$ cat src/rtl/poly_voice_allocator.sv
// poly_voice_allocator
// Sixteen-voice note allocator feeding the frequency lookup stage.
// Events arrive one at a time on a valid/ready handshake. Each event is
// resolved by scanning one voice per clock (16 cycles) and then applied in
// a single commit cycle. A note-on goes to a voice already playing that
// note, else the lowest free voice, else the oldest voice, which is stolen.
// A note-off releases every gated voice playing that note.
//
// Optional build: define POLY_VOICE_ALLOCATOR_SUSTAIN_EN to add a sustain
// pedal input. While the pedal is down, note-offs mark voices as held
// instead of releasing them. Lifting the pedal in IDLE releases all held
// voices in one cycle.
module poly_voice_allocator #(
  parameter int AGE_WIDTH = 8,
  parameter int NOTE_MAX  = 107
) (
  input  logic        clk,
  input  logic        reset,
`ifdef POLY_VOICE_ALLOCATOR_SUSTAIN_EN
  input  logic        sustain,
`endif
  input  logic        event_valid,
  output logic        event_ready,
  input  logic        event_on,
  input  logic [6:0]  event_note,
  output logic [6:0]  note1,
  output logic [6:0]  note2,
  output logic [6:0]  note3,
  output logic [6:0]  note4,
  output logic [6:0]  note5,
  output logic [6:0]  note6,
  output logic [6:0]  note7,
  output logic [6:0]  note8,
  output logic [6:0]  note9,
  output logic [6:0]  note10,
  output logic [6:0]  note11,
  output logic [6:0]  note12,
  output logic [6:0]  note13,
  output logic [6:0]  note14,
  output logic [6:0]  note15,
  output logic [6:0]  note16,
  output logic [15:0] gate,
  output logic        update,
  output logic        stolen
);

  localparam int         NV         = 16;
  localparam logic [6:0] NOTE_MAX_C = 7'(NOTE_MAX);

  typedef enum logic [1:0] {
    S_IDLE,
    S_SCAN,
    S_COMMIT
  } state_e;

  typedef logic [AGE_WIDTH-1:0] age_t;

  // Control and scan bookkeeping
  state_e      state_q;
  logic [3:0]  idx_q;
  logic        ev_on_q;
  logic [6:0]  ev_note_q;
  logic [15:0] match_mask_q;
  logic        match_vld_q;
  logic [3:0]  match_idx_q;
  logic        free_vld_q;
  logic [3:0]  free_idx_q;
  logic [3:0]  old_idx_q;
  age_t        old_age_q;
  logic        ready_q;
  logic        update_q;
  logic        stolen_q;

  // Per-voice state
  logic [6:0]  note_q [NV];
  logic [6:0]  note_d [NV];
  age_t        age_q  [NV];
  age_t        age_d  [NV];
  logic [15:0] gate_q;
  logic [15:0] gate_d;

`ifdef POLY_VOICE_ALLOCATOR_SUSTAIN_EN
  logic [15:0] held_q;
  logic [15:0] held_d;
  logic        sus_q;
  logic        sus_fall;
`endif

  // Combinational helpers
  logic [6:0]  cur_note;
  logic        cur_gate;
  age_t        cur_age;
  logic        cur_hit;
  logic        xfer;
  logic        note_ok;
  logic        do_on;
  logic        do_off;
  logic [3:0]  tgt_idx;
  logic        steal;
  logic        changed;

`ifdef POLY_VOICE_ALLOCATOR_SUSTAIN_EN
  // The pedal level is tracked only in IDLE, so a release that happens
  // mid-event is acted on at the first IDLE cycle. That cycle is spent
  // releasing held voices, so no event is accepted during it.
  assign sus_fall    = (state_q == S_IDLE) && sus_q && !sustain;
  assign event_ready = ready_q && !sus_fall;
`else
  assign event_ready = ready_q;
`endif

  assign xfer    = event_valid && event_ready;
  assign note_ok = (ev_note_q <= NOTE_MAX_C);
  assign do_on   = note_ok && ev_on_q;
  assign do_off  = note_ok && !ev_on_q;

  // Read the single voice slot currently being scanned
  always_comb begin
    cur_note = note_q[idx_q];
    cur_gate = gate_q[idx_q];
    cur_age  = age_q[idx_q];
    cur_hit  = cur_gate && (cur_note == ev_note_q);
  end

  // Note-on target: retrigger, else free voice, else steal the oldest
  always_comb begin
    steal   = 1'b0;
    tgt_idx = old_idx_q;
    if (match_vld_q) begin
      tgt_idx = match_idx_q;
    end else if (free_vld_q) begin
      tgt_idx = free_idx_q;
    end else begin
      steal = 1'b1;
    end
  end

  // Next voice state for the commit cycle (and the sustain release cycle)
  always_comb begin
    // NOTE: every output of this block gets a default first, so no path
    // leaves a signal unassigned and no latch is inferred.
    for (int i = 0; i < NV; i++) begin
      note_d[i] = note_q[i];
      age_d[i]  = age_q[i];
    end
    gate_d  = gate_q;
    changed = 1'b0;
`ifdef POLY_VOICE_ALLOCATOR_SUSTAIN_EN
    held_d  = held_q;
`endif
    if (state_q == S_COMMIT && do_on) begin
      for (int i = 0; i < NV; i++) begin
        if (gate_q[i] && (4'(i) != tgt_idx) && (age_q[i] != '1)) begin
          age_d[i] = age_q[i] + age_t'(1);
        end
      end
      note_d[tgt_idx] = ev_note_q;
      age_d[tgt_idx]  = '0;
      gate_d[tgt_idx] = 1'b1;
`ifdef POLY_VOICE_ALLOCATOR_SUSTAIN_EN
      held_d[tgt_idx] = 1'b0;
`endif
      changed = 1'b1;
    end else if (state_q == S_COMMIT && do_off) begin
`ifdef POLY_VOICE_ALLOCATOR_SUSTAIN_EN
      if (sus_q) begin
        held_d = held_q | match_mask_q;
      end else begin
        gate_d  = gate_q & ~match_mask_q;
        held_d  = held_q & ~match_mask_q;
        changed = |match_mask_q;
      end
`else
      // Note values stay put so the release tail keeps its pitch
      gate_d  = gate_q & ~match_mask_q;
      changed = |match_mask_q;
`endif
    end
`ifdef POLY_VOICE_ALLOCATOR_SUSTAIN_EN
    else if (sus_fall) begin
      gate_d  = gate_q & ~held_q;
      held_d  = '0;
      changed = |(gate_q & held_q);
    end
`endif
  end

  // Event FSM: accept, scan 16 voices, commit; registered strobes
  always_ff @(posedge clk or negedge reset) begin
    if (!reset) begin
      state_q      <= S_IDLE;
      idx_q        <= '0;
      ev_on_q      <= 1'b0;
      ev_note_q    <= '0;
      match_mask_q <= '0;
      match_vld_q  <= 1'b0;
      match_idx_q  <= '0;
      free_vld_q   <= 1'b0;
      free_idx_q   <= '0;
      old_idx_q    <= '0;
      old_age_q    <= '0;
      ready_q      <= 1'b0;
      update_q     <= 1'b0;
      stolen_q     <= 1'b0;
`ifdef POLY_VOICE_ALLOCATOR_SUSTAIN_EN
      sus_q        <= 1'b0;
`endif
    end else begin
      // NOTE: state registers use non-blocking assignments so every
      // register samples the pre-edge values regardless of statement order.
      update_q <= changed;
      stolen_q <= 1'b0;
      case (state_q)
        S_IDLE: begin
`ifdef POLY_VOICE_ALLOCATOR_SUSTAIN_EN
          sus_q <= sustain;
`endif
          if (xfer) begin
            ev_on_q      <= event_on;
            ev_note_q    <= event_note;
            idx_q        <= '0;
            match_mask_q <= '0;
            match_vld_q  <= 1'b0;
            free_vld_q   <= 1'b0;
            ready_q      <= 1'b0;
            state_q      <= S_SCAN;
          end else begin
            ready_q <= 1'b1;
          end
        end
        S_SCAN: begin
          if (cur_hit) begin
            match_mask_q[idx_q] <= 1'b1;
            if (!match_vld_q) begin
              match_vld_q <= 1'b1;
              match_idx_q <= idx_q;
            end
          end
          if (!cur_gate && !free_vld_q) begin
            free_vld_q <= 1'b1;
            free_idx_q <= idx_q;
          end
          // Strict compare keeps the lowest index on equal ages
          if (idx_q == 4'd0 || cur_age > old_age_q) begin
            old_idx_q <= idx_q;
            old_age_q <= cur_age;
          end
          if (idx_q == 4'd15) begin
            state_q <= S_COMMIT;
          end else begin
            idx_q <= idx_q + 4'd1;
          end
        end
        S_COMMIT: begin
          stolen_q <= do_on && steal;
          ready_q  <= 1'b1;
          state_q  <= S_IDLE;
        end
        default: begin
          state_q <= S_IDLE;
        end
      endcase
    end
  end

  // Voice state registers
  always_ff @(posedge clk or negedge reset) begin
    if (!reset) begin
      // NOTE: the note and age arrays are reset as well, because the note
      // outputs are consumed directly downstream and must start at zero.
      for (int i = 0; i < NV; i++) begin
        note_q[i] <= '0;
        age_q[i]  <= '0;
      end
      gate_q <= '0;
`ifdef POLY_VOICE_ALLOCATOR_SUSTAIN_EN
      held_q <= '0;
`endif
    end else begin
      for (int i = 0; i < NV; i++) begin
        note_q[i] <= note_d[i];
        age_q[i]  <= age_d[i];
      end
      gate_q <= gate_d;
`ifdef POLY_VOICE_ALLOCATOR_SUSTAIN_EN
      held_q <= held_d;
`endif
    end
  end

  assign note1  = note_q[0];
  assign note2  = note_q[1];
  assign note3  = note_q[2];
  assign note4  = note_q[3];
  assign note5  = note_q[4];
  assign note6  = note_q[5];
  assign note7  = note_q[6];
  assign note8  = note_q[7];
  assign note9  = note_q[8];
  assign note10 = note_q[9];
  assign note11 = note_q[10];
  assign note12 = note_q[11];
  assign note13 = note_q[12];
  assign note14 = note_q[13];
  assign note15 = note_q[14];
  assign note16 = note_q[15];
  assign gate   = gate_q;
  assign update = update_q;
  assign stolen = stolen_q;

endmodule

$ cat config.mk
export PLATFORM = sky130hd
export DESIGN_NAME = poly_voice_allocator
export DESIGN_NICKNAME = d
export VERILOG_FILES = /design/src/rtl/poly_voice_allocator.sv
export SDC_FILE = /design/constraint.sdc
export NUM_CORES = 1
export LEC_CHECK = 0
export CAP_MARGIN = 25
export CORE_MARGIN = 2
export CORE_UTILIZATION = 58
export DETAILED_ROUTE_END_ITERATION = 6
export PLACE_DENSITY_LB_ADDON = 0.25
export SLEW_MARGIN = 20
export SYNTH_ARGS = -nofsm -noshare
export SYNTH_HDL_FRONTEND = slang
export SYNTH_SLANG_ARGS = --single-unit
$ cat constraint.sdc
create_clock -name clk -period 5.25 [get_ports clk]
set_input_delay 1.05 -clock clk [delete_from_list [all_inputs] [get_ports clk]]
set_output_delay 1.05 -clock clk [all_outputs]
set_load 0.05 [all_outputs]
# == Word level (Yosys, flattened, before mapping) ==
# Cells that the tools add are included.
# classes
n_addsub,17
order_cmp,9
eq_ne,40
n_mux,74
n_bitwise,9
reduce_logical,62
# op_table
cell,count
2-to-1 mux 8 bit,35
adder 8 x 1 -> 8 bit (second input constant),16
AND 128 bit,1
inequality test 8 bit (second input constant),16
inverter 128 bit,1
bitwise mux 112 bit,1
2-to-1 mux 16 bit,4
logical AND 1 bit,43
binary-select mux 8 bit (select 4 bit),1
demux 8 bit (select 4 bit),1
inequality test 4 bit (first input constant),8
bitwise OR 16 bit,2
case mux 16 bit (2 select lines),1
binary-select mux 7 bit (select 4 bit),1
demux 7 bit (select 4 bit),1
2-to-1 mux 7 bit,3
AND 16 bit,1
2-to-1 mux 4 bit,4
inequality test 3 x 4 -> 1 bit (first input constant),4
inverter 16 bit,1
OR reduction 16 bit,1
2-to-1 mux 1 bit,12
AND reduction 3 bit,4
>= comparator 5 bit (second input constant),2
28 further kinds,47
# totals
ff_bits,311

# == Depth between registers and ports, before layout ==
# logic_depth
ltp_word,9
depth_mapped,17
mapped_depth_nobuf,11

# == Least setup slack after synthesis ==
# Ideal clock, no wire load.
# synth_timing
path_kind,register to register
start,reg idx_q[0]
end,reg old_age_q[2]
arrival_ns,4.363
required_ns,5.125
path_slack_ns,0.762
path_stages_with_launch,17
path_buffers,6
period_less_slack_ns,4.488
cell_sequence,dfrtp_1 > buf_6 > buf_12 > buf_6 > clkbuf_1 > clkbuf_1 > mux4_2 > mux4_2 > ha_1 > a21oi_1 > nor2b_1 > o21ai_0 > nand2b_1 > o22ai_1 > a21o_1 > clkbuf_1 > mux2_2
# synth_via
elab_chain_cells,7
# synth_lines
element,line_no,source
start: declaration,60,logic [3:0] idx_q;
start signal: assignment,251,idx_q <= idx_q + 4'd1;
inverter 4 -> 5 bit (not written as such),121,cur_age = age_q[idx_q];
binary-select mux 8 bit (select 4 bit),121,
2-to-1 mux 8 bit (not written as such) (2 in series),121,
named net cur_age[5],92,age_t cur_age;
greater-than comparator 8 bit,244,if (idx_q == 4'd0 || cur_age > old_age_q) begin
logical OR 1 bit,244,
AND reduction 2 bit (no source line),-,
end signal: assignment,246,old_age_q <= cur_age;
end: declaration,69,age_t old_age_q;
# The timed path passes the listed nets, and every way through them passes these cells. The select of a mux whose other input is x is not followed.
# A chain may end at the register's enable or synchronous reset.

# == Worst setup path in the final report ==
# layout_timing
start,reg idx_q[0]
end,reg match_idx_q[3]
# layout_via
elab_chain_cells,7
# layout_lines
element,line_no,source
inverter 4 -> 5 bit (not written as such),119,cur_note = note_q[idx_q];
binary-select mux 7 bit (select 4 bit),119,
2-to-1 mux 7 bit (not written as such) (2 in series),119,
== test 7 bit,122,cur_hit = cur_gate && (cur_note == ev_note_q);
logical AND 1 bit *,122,
AND reduction 3 bit (no source line) *,-,
end signal: assignment,236,match_idx_q <= idx_q;
end: declaration,65,logic [3:0] match_idx_q;
# Mark *: on every way between the ends. The rest lies on a longest branch, timed or not. The select of a mux whose other input is x is not followed.

==> impl_metrics.yaml <==
detailed_routing:
  drt.antenna.violating_nets: 0
  drt_first_pass_iters: 6
  drt-wirelength-per-cell_um: 24.2
  drc: 0
  routed_wl_um: 47200
  vias: 12700
  routed_via_density: 6.51
  drtIter0Drc: 1421
power_and_ir_drop:
  ir_drop_v: 0.000284
  p_total_mw: 6.95
  leakage_nw: 8.65
  powerDensity_mw_per_mm2: 367
finish:
  drive_above_1_share_pct: 16.0
  post-route-util_pct: 70.0
  nets: 1631
  diodes: 0
  stdcell_area_sq_mm: 0.0189
  syn_to_final_growth_pct: 18.4
  fill_cells: 1988
  regArea_sq_mm: 0.00779
  multi_input_area_sq_mm: 0.00778
  instances_no_fill: 1954
worst_setup_path:
  start_kind: "flip-flop"
  required_ps: 5650
  arrival_ps: 4620
  cp_slowest_cell: "dfrtp_4"
  worstPathMaxFanout: 38
  cp-end-kind: "flip-flop"
  cp_common_cell: "or4_1"
  crit_type: "reg2reg"
  crit_chain: "buf_4, mux4_1, mux2i_1, xor2_1, o221ai_1, or4_1, or4_1, mux2_4"
  max_stage_delay_ps: 860
global_route:
  grt_pass1_vias: 12700
  overflow: 0
  grt.total_usage_pct: 33.7
  grt_max_degree: 117
  grt_pass1_wl_um: 73700
  antenna_found_initial: 1
die:
  die_width_um: 170
  dieArea_sq_mm: 0.0289
  row_count: 60
  io_pins: 142
  die_h_um: 170
  core-area_sq_mm: 0.0270
  start_util_pct: 59.1
placed_design:
  placed_area_sq_mm: 0.0178
  io_buffers: 141
  dp_worst_setup_slack_ps: 1100
  placed_cells: 1895
  place.gp.congestion: 0.897
  hpwl_um: 33200
sta:
  grt_setup_unrepaired: "no"
  fin_ws_ps: 1030
  finalWorstPathRequiredPeriod_ps: 4220
  fin_tns_setup_ps: 0
  maxSlewViolCount: 0
  report.final.setup_viol: 0
  finalCritPeriodShare_pct: 80.4
  worstMarginPinSlew_ps: 1050
  fin_hold_ws_ps: 485
  relSlewSlack_pct: 29.6
  finalHoldViolCount: 0
  fin_skew_ps: 12.1
  fmax_mhz: 237
synthesis:
  synthesis.area_per_instance_sq_um: 10.9
  synth_edf_count: 0
  synth_seq_area_share_pct: 48.7
  synth_area_sq_mm: 0.0160
  yosys-top-cells-count: "dfrtp_1, nand2_1, nor2_1, mux2_2, xor2_1"
  synth_top_area_share_pct: 48.7
  synth_area_leader_cell: "dfrtp_1"
  async_reset_ff_share_pct: 100
  syn-num-nets: 1505
  ys_types: 49
  synth.area.top_cells: "dfrtp_1, mux4_2, mux2_2, nand2_1, xor2_1"
  synth-main-ff-cell: "dfrtp_1"
  netlist_instances: 1466
  ys_ff_latch: 311
  yosysWarnings: 0
  synth.most_common_cell: "dfrtp_1"
cts:
  cts_hold_buf: 0
  postCtsResizedCells: 0
  clkTransAtPathRegs_ps: 60
  cts.sinks: 311
  cts_buffers: 34
  htreeDepth: 2
  cts_tree: "done"
  clk_path_buf_depth: 3
  clock_latency_ps: 520
  postCtsSetupBuffers: 0
  cts-root-buf: "clkbuf_16"
flow_run:
  max_cap_viol_count: 0
hold_path:
  hp-class: "reg2reg"
outcome:
  status: "finished, final reports clean"
-- kinds of logic after synthesis --
| family | share of synthesized area, % |
|---|---|
| AND/OR/NAND/NOR | 16.1 |
| flip-flops | 48.7 |
| multiplexers | 18.1 |
| AO/OA/AOI/OAI | 6.56 |
| buffers and inverters | 2.96 |
| XOR/XNOR | 5.32 |
| adder cells (fa/ha/maj) | 2.19 |
-- layout by cell type, fill, tap and decap left out, types with 3 or more instances in the layout --
master	count
dfrtp_1	308
nand2_1	224
nor2_1	146
clkdlybuf4s50_1	140
mux2_2	90
xor2_1	69
mux4_2	60
o21ai_0	53
nand4_1	46
nor3_1	43
nand3_1	35
clkbuf_16	35
a21oi_1	32
xnor2_1	28
ha_1	28
mux2i_1	26
buf_4	26
inv_1	25
and3_1	23
o21a_1	22
or3_1	17
a32o_1	15
nor2b_1	10
nor4_1	9
nor3_2	9
mux4_1	8
a22oi_1	7
clkbuf_8	7
clkbuf_1	7
a311oi_1	6
a21o_1	5
o221a_2	4
nand2b_1	4
mux2_4	4
clkinv_2	4
o21ai_1	3
bufinv_16	3
buf_8	3
-- flip-flops by register name, indices dropped and copies added (netlist names), 8 cells and up --
| signal | flops |
|---|---|
| age_q | 128 |
| gate | 16 |
| match_mask_q | 16 |
| old_age_q | 8 |
-- report_power, final --
| part | internal, mW | switching (mW) | leakage (nW) | total (mW) |
|---|---|---|---|---|
| Combinational | 0.596 | 1.05 | 3.79 | 1.65 |
| Clock | 1.46 | 0.973 | 0.552 | 2.44 |
| Sequential | 2.52 | 0.350 | 4.30 | 2.87 |
| Total | 4.58 | 2.37 | 8.65 | 6.95 |
-- layer usage --
layer  vias to the layer above  part of all wire, %  track usage, %  wire length (um)
li1                       5462                    -               -                 -
met5                         -                0.028               0                13
met3                       112                   10            6.84              4850
met2                       762                   46            50.5             21500
met1                      6373                   41            48.6             19200
met4                         2                  3.6            13.5              1710
-- final timing paths --
path	from	to	slack, ps	cells after the start
worst min register to register	match_mask_q[12]	gate[12]	480	1
max in group asynchronous	reset	idx_q[0]	3420	2
worst max register to register	idx_q[0]	match_idx_q[3]	1030	8
worst min-delay path	match_mask_q[12]	gate[12]	480	1
worst max-delay path	idx_q[0]	match_idx_q[3]	1030	8
min in group asynchronous	reset	age_q[124]	520	1
-- layout make-up --
cell class / instances / share of cell area, %
repair buffers: 173 / 9.01
flip-flops and latches: 311 / 41.2
well taps: 341 / 2.26
clock inverters: 8 / 0.628
clock buffers: 49 / 5.28
inverters: 25 / 0.496
multi-input cells: 1047 / 41.2
-- worst max-delay path: cells and delay by family (launching register included) --
family	cells	cell delay, ps
AND/OR/NAND/NOR	2	1100
buffers and inverters	1	470
flip-flops	1	860
multiplexers	3	1190
AO/OA/AOI/OAI	1	140
XOR/XNOR	1	290
Note: power is estimated with default switching activity, not from simulation.
==> edit 1: new RTL, same settings <==
The parameter `AGE_WIDTH` goes from 8 to 7.
--- a/src/rtl/poly_voice_allocator.sv
+++ b/src/rtl/poly_voice_allocator.sv
@@ -11,7 +11,7 @@
 // instead of releasing them. Lifting the pedal in IDLE releases all held
 // voices in one cycle.
 module poly_voice_allocator #(
-  parameter int AGE_WIDTH = 8,
+  parameter int AGE_WIDTH = 7,
   parameter int NOTE_MAX  = 107
 ) (
   input  logic        clk,
Function: same outputs for any inputs over 10 cycles, from zero or initial values and one cycle with reset low; that may be too few to reach the edited logic, so the function may still have changed.
==> edit 1 against the original RTL <==
Setup slack worse by 180 ps; area after synthesis is 8.7% lower; wire length is 14% lower; sequential cell count is 17 lower; cell area decreased by 7.6%; via count down 15%; power down 4.4%; highest routed layer is now met4.
==> edit 1: results (changes against the original RTL) <==
Placement
  • GP Congestion: 0.8911 (-0.70%)
  • Post-DP HPWL: 27.99 mm (-16%)
  • Post-DP Area: 16,390 sq um (-7.8%)

STA
  • Worst clock skew: 7.454 ps (-4.644 ps)
  • Slew Limit Headroom: 31.87% (+2.2 points)

Layout
  • Final #Nets: 1,403 (-14%)
  • Diode count: 0 (unchanged)
  • Layout cell share with drive strength beyond 1: 12.10% (-3.9 points)
  • Max FFs per register: 112 (-13%)
  • # fillers: 1,790 (-10%)
  • Biggest register: age_q

Synthesis
  • Synth Area in Compound Gates: 6.330% (-0.23 points)
  • Cell types occupying the most area after synthesis: dfrtp_1 (50%), mux2_1 (8.6%), mux4_2 (6.9%)
  • Count of cell types in the netlist: 53 (+8.2%)
  • Mux cell area share after synthesis: 21.86% (+3.7 points)
  • Post-synthesis xor/xnor area fraction: 5.104% (-0.22 points)
  • Adder-Cell Fraction of Synth Area: 2.316% (+0.12 points)
  • Synth cell count leaders: dfrtp_1 (294), nor2_1 (167), mux2_1 (111), nand2_1 (73), mux2i_1 (64)
  • Sequential element share of the synthesized area: 50.44% (+1.7 points)
  • Syn_nets: 1,265 (-16%)
  • Synth warn: 0 (unchanged)

Clocking
  • Post_cts resized: 0 (unchanged)
  • H-tree levels: 1 (-1)
  • Total CTS buffers: 30 (-12%)
  • Clk root buf: clkbuf_16
  • Worst-Skew Late Latency: 560 ps (+40 ps)

Global route
  • GRT Resource Usage Total: 31.46% (-2.2 points)
  • Antenna violations before repair: 0 (-1)
  • First-pass GRT wire length: 63.26 mm (-14%)
  • Largest net degree at the start of global routing: 113 (-3.4%)

Setup path
  • Arrival time at the worst endpoint: 4840 ps (+220 ps)
  • CP Max Fanout: 28 (-26%)

Run status
  • Run status: finished, final reports clean

Hold path
  • Hold/Removal Path Class: flop to flop

Power and ir drop
  • Max VDD drop: 355.9 uV (+25%)
  • Leakage: 8.193 nW (-5.2%)

Route
  • First-pass DRT Iterations: 5 (-1)
  • Vias: 10.78k (-15%)
  • DRT iter0 DRCs: 883 (-38%)
  • Post-Route WL: 40.59 mm (-14%)
## edit 1: cell count changes after synthesis, sizes merged, moves of 16 or more
cell | unedited run | this run
nor3 | 54 | 6
mux2i | 26 | 64
buf | 19 | 36
nor2 | 146 | 170
o21ai | 56 | 9
mux4 | 68 | 45
nand2 | 224 | 73
dfrtp | 311 | 294
mux2 | 94 | 135
a31oi | 1 | 17
clkbuf | 64 | 33
o21a | 22 | 5
## edit 1: critical path, cell delays in order (launching register included)
cell       delay [ps]
dfrtp_2           950
mux4_2            620
mux4_2            480
ha_1              300
nor2b_1           130
o21a_1            160
o21a_1            160
o21a_1            180
o21a_1            170
o2111ai_1         160
and3_1            550
mux2_2            410
## edit 1: report_power, final
part           switching (W)  internal [W]  total, W
registers           0.000303       0.00238   0.00268
logic                0.00103      0.000636   0.00166
clock network       0.000909       0.00139   0.00230
## edit 1: final timing paths
path	slack, ps	start	depth (start not counted)	end
max in group asynchronous	3550	reset	2	age_q[45]$_DFFE_PN0P_
hold reg to reg	480	match_mask_q[0]$_DFFE_PN0P_	1	gate[0]$_DFFE_PN0P_
setup reg to reg	850	idx_q[0]$_DFFE_PN0P_	11	old_age_q[3]$_DFFE_PN0P_
min in group asynchronous	550	reset	1	note1[3]$_DFFE_PN0P_
hold / removal	480	match_mask_q[0]$_DFFE_PN0P_	1	gate[0]$_DFFE_PN0P_
setup / recovery	850	idx_q[0]$_DFFE_PN0P_	11	old_age_q[3]$_DFFE_PN0P_
## edit 1: layout make-up
class	instances	area, sq um	area share, %
sequential	294	7362	42.14
multi-input combinational	849	6870	39.33
timing repair buffer	175	1703	9.747
clock buffer	39	855.8	4.899
tap	330	412.9	2.363
clock inverter	16	210.2	1.203
inverter	15	56.30	0.3223
## edit 1: logic make-up after synthesis
kind of cell               count (synthesis)
muxes                                    244
and+or+nand+nor                          366
xor gates and xnor gates                  85
DFF                                      294
adders and majority gates                 27
buffers and inverters                     84
AOI/OAI and AO/OA                        127
## edit 1: through the flow
stage	hold WS, ps	std cells	utilization (%)	setup WS, ps	total power [W]
after floorplan	439.7	1227	-	827.7	0.003772
after global placement	458.0	1659	65.50	923.3	0.004282
after detailed placement	468.5	1662	65.67	901.8	0.004321
after CTS	477.6	1717	69.94	824.2	0.006607
after global routing	511.1	1718	69.98	636.2	0.006879
final	476.5	1718	69.98	849.5	0.006644
## edit 1: routing by layer
metal	up-vias	GRT usage [%]	wire (um)	part of all wire, %
met5	-	0	0	0
met4	0	10.34	1445	3.6
met3	86	6.621	3539	8.7
met2	498	49.19	18860	46
met1	5488	44.47	16750	41
li1	4707	-	-	-
==> edit 2: new RTL, same flow settings <==
Made on the original files. Encoding of `state_e`: now one-hot (3 bits for 3 states).
--- a/src/rtl/poly_voice_allocator.sv
+++ b/src/rtl/poly_voice_allocator.sv
@@ -47,10 +47,10 @@
   localparam int         NV         = 16;
   localparam logic [6:0] NOTE_MAX_C = 7'(NOTE_MAX);
 
-  typedef enum logic [1:0] {
-    S_IDLE,
-    S_SCAN,
-    S_COMMIT
+  typedef enum logic [2:0] {
+    S_IDLE   = 3'b001,
+    S_SCAN   = 3'b010,
+    S_COMMIT = 3'b100
   } state_e;
 
   typedef logic [AGE_WIDTH-1:0] age_t;
Check against the original RTL: same outputs for any inputs over 4 cycles, from zero or initial values and one cycle with reset low; so few cycles prove little.
==> edit 2 against the original RTL <==
Sequential cell count grew 1; clock skew grew 8.4 ps; sequential power shrank 3%; wire length decreased by 2.7%; cell area increased by 1.7%; setup slack gained 31 ps; fmax increased by 0.74%; power decreased by 6.9%; core utilization decreased by 0.38 points; final cell count fell by 1.4%; area after synthesis grew 1.4%; critical endpoint is now old_idx_q[2]$_DFFE_PN0P_; largest cell class is now multi-input gates; largest power group unchanged.
==> edit 2: results (changes against the original RTL) <==
Placement
  • GP Congestion: 0.9489 (+5.7%)
  • Post-DP Area: 17,930 sq um (+0.92%)
  • Post-DP HPWL: 31.70 mm (-4.7%)
  • Port Buf Inserts: 141 (unchanged)

Power and ir drop
  • Sw Share: 29.04% (-5.1 points)
  • Leakage: 8.475 nW (-2.0%)
  • Max VDD drop: 231.4 uV (-18%)

Clocking
  • H-tree levels: 2 (unchanged)
  • Total CTS buffers: 36 (+5.9%)
  • Buffers inserted by post-CTS timing repair: 0 (unchanged)
  • Post_cts resized: 0 (unchanged)
  • Clk root buf: clkbuf_16
  • Worst-Skew Late Latency: 520 ps (about the same)
  • Clock buffer depth: 3 (unchanged)
  • Clk slew on worst S/H paths: 60 ps (about the same)

Global route
  • Largest net degree at the start of global routing: 125 (+6.8%)
  • GRT Resource Usage Total: 32.42% (-1.3 points)
  • Antenna violations before repair: 0 (-1)
  • First-pass GRT wire length: 71.71 mm (-2.7%)

Setup path
  • Cell family with most CP delay: multiplexers
  • R2R cell count: 11 (+3)
  • Arrival time at the worst endpoint: 4580 ps (-40 ps)
  • Slowest CP cell: dfrtp_4
  • CP Max Fanout: 42 (+11%)
  • Worst stage delay on the critical path: 930 ps (+70 ps)

Synthesis
  • Sequential element share of the synthesized area: 48.22% (-0.50 points)
  • Count of cell types in the netlist: 67 (+37%)
  • Cell types occupying the most area after synthesis: dfrtp_1 (48%), mux2_2 (9.0%), mux4_2 (7.4%)
  • Async S/R FF share, synth: 100.0% (unchanged)
  • Synth warn: 0 (unchanged)
  • Post-synth top flop: dfrtp_1
  • Synth cell count leaders: dfrtp_1 (311), nor2_1 (167), mux2_2 (129), nand2_1 (120), xor2_1 (79)
  • Syn Inst Count: 1,394 (-4.9%)

Layout
  • Diode count: 0 (unchanged)
  • Max FFs per register: 128 (unchanged)
  • Final #Nets: 1,564 (-4.1%)
  • Biggest register: age_q
  • Layout cell share with drive strength beyond 1: 19.17% (+3.2 points)

Route
  • Post-Route WL: 45.97 mm (-2.7%)
  • DRT iter0 DRCs: 1,357 (-4.5%)
  • Avg WL per Cell: 23.86 um (-1.3%)
  • Vias: 12.29k (-3.3%)
  • First-pass DRT Iterations: 5 (-1)

STA
  • Worst clock skew: 20.53 ps (+8.429 ps)
  • Worst Slack Setup Final: 1061 ps (+30.81 ps)
  • Worst slew pin tran: 1022 ps (-27.71 ps)

Run status
  • Run status: finished, final reports clean

Hold path
  • Hold depth: 1 (unchanged)
  • Hold/Removal Path Class: flop to flop
edit 2: cell types whose count changed after synthesis, sizes merged, moves of 13 or more:
cell	change
nand2	-104
mux2	+40
o21ai	-23
clkbuf	-22
nor2	+22
nor3	-20
mux2i	+19
buf	+18
o2111a	+16
or3	-16
o21a	-15
nand4	+13
edit 2: per-layer routing:
| metal | track usage (%) | vias to the layer above | wire (um) |
|---|---|---|---|
| li1 | - | 5324 | - |
| met1 | 47.00 | 6256 | 19180 |
| met2 | 49.70 | 616 | 21230 |
| met3 | 5.806 | 96 | 4082 |
| met4 | 11.13 | 0 | 1481 |
| met5 | 0 | - | 0 |
edit 2: worst paths after layout:
path	startpoint	to	slack, ps
max	idx_q[0]$_DFFE_PN0P_	old_idx_q[2]$_DFFE_PN0P_	1060
min	match_mask_q[13]$_DFFE_PN0P_	gate[13]$_DFFE_PN0P_	460
max reg2reg	idx_q[0]$_DFFE_PN0P_	old_idx_q[2]$_DFFE_PN0P_	1060
min reg2reg	match_mask_q[13]$_DFFE_PN0P_	gate[13]$_DFFE_PN0P_	460
max in group asynchronous	reset	note15[1]$_DFFE_PN0P_	3450
min in group asynchronous	reset	age_q[17]$_DFFE_PN0P_	550
edit 2: layout make-up:
cell class | count | area, sq um
Clock buffer | 51 | 1059
Clock inverter | 11 | 237.7
Fill cell | 2026 | 8398
Inverter | 24 | 90.09
Multi-Input combinational cell | 979 | 7874
Sequential cell | 312 | 7816
Tap cell | 378 | 473.0
Timing Repair Buffer | 172 | 1682
edit 2: worst register-to-register path, stage by stage (launching register included):
cell      delay, ps
dfrtp_4         930
mux4_2          660
mux4_2          510
ha_1            300
nor2b_1         140
o21a_1          160
o21a_1          160
o21ai_0         150
a221oi_1        110
o21ai_1         310
buf_4           290
mux2_2          370
edit 2: power groups by stage:
stage / clock network, W / logic [W] / registers, W
after floorplan: 0 / 0.000871 / 0.00257
after global placement: 0 / 0.000891 / 0.00282
after detailed placement: 0 / 0.000917 / 0.00282
after CTS: 0.00276 / 0.000925 / 0.00277
after global routing: 0.00286 / 0.00101 / 0.00281
final: 0.00275 / 0.000947 / 0.00278
edit 2: kinds of logic (layout without fill, tap and decap cells):
| logic type | after synthesis | after routing | share of synthesized area [%] |
|---|---|---|---|
| AND/OR/NAND/NOR | 467 | 467 | 13.57 |
| flip-flops | 312 | 312 | 48.22 |
| multiplexers | 239 | 239 | 20.70 |
| AO/OA/AOI/OAI | 144 | 144 | 6.730 |
| buffers and inverters | 103 | 258 | 3.153 |
| XOR/XNOR | 101 | 101 | 5.463 |
| adder cells (fa/ha/maj) | 28 | 28 | 2.164 |
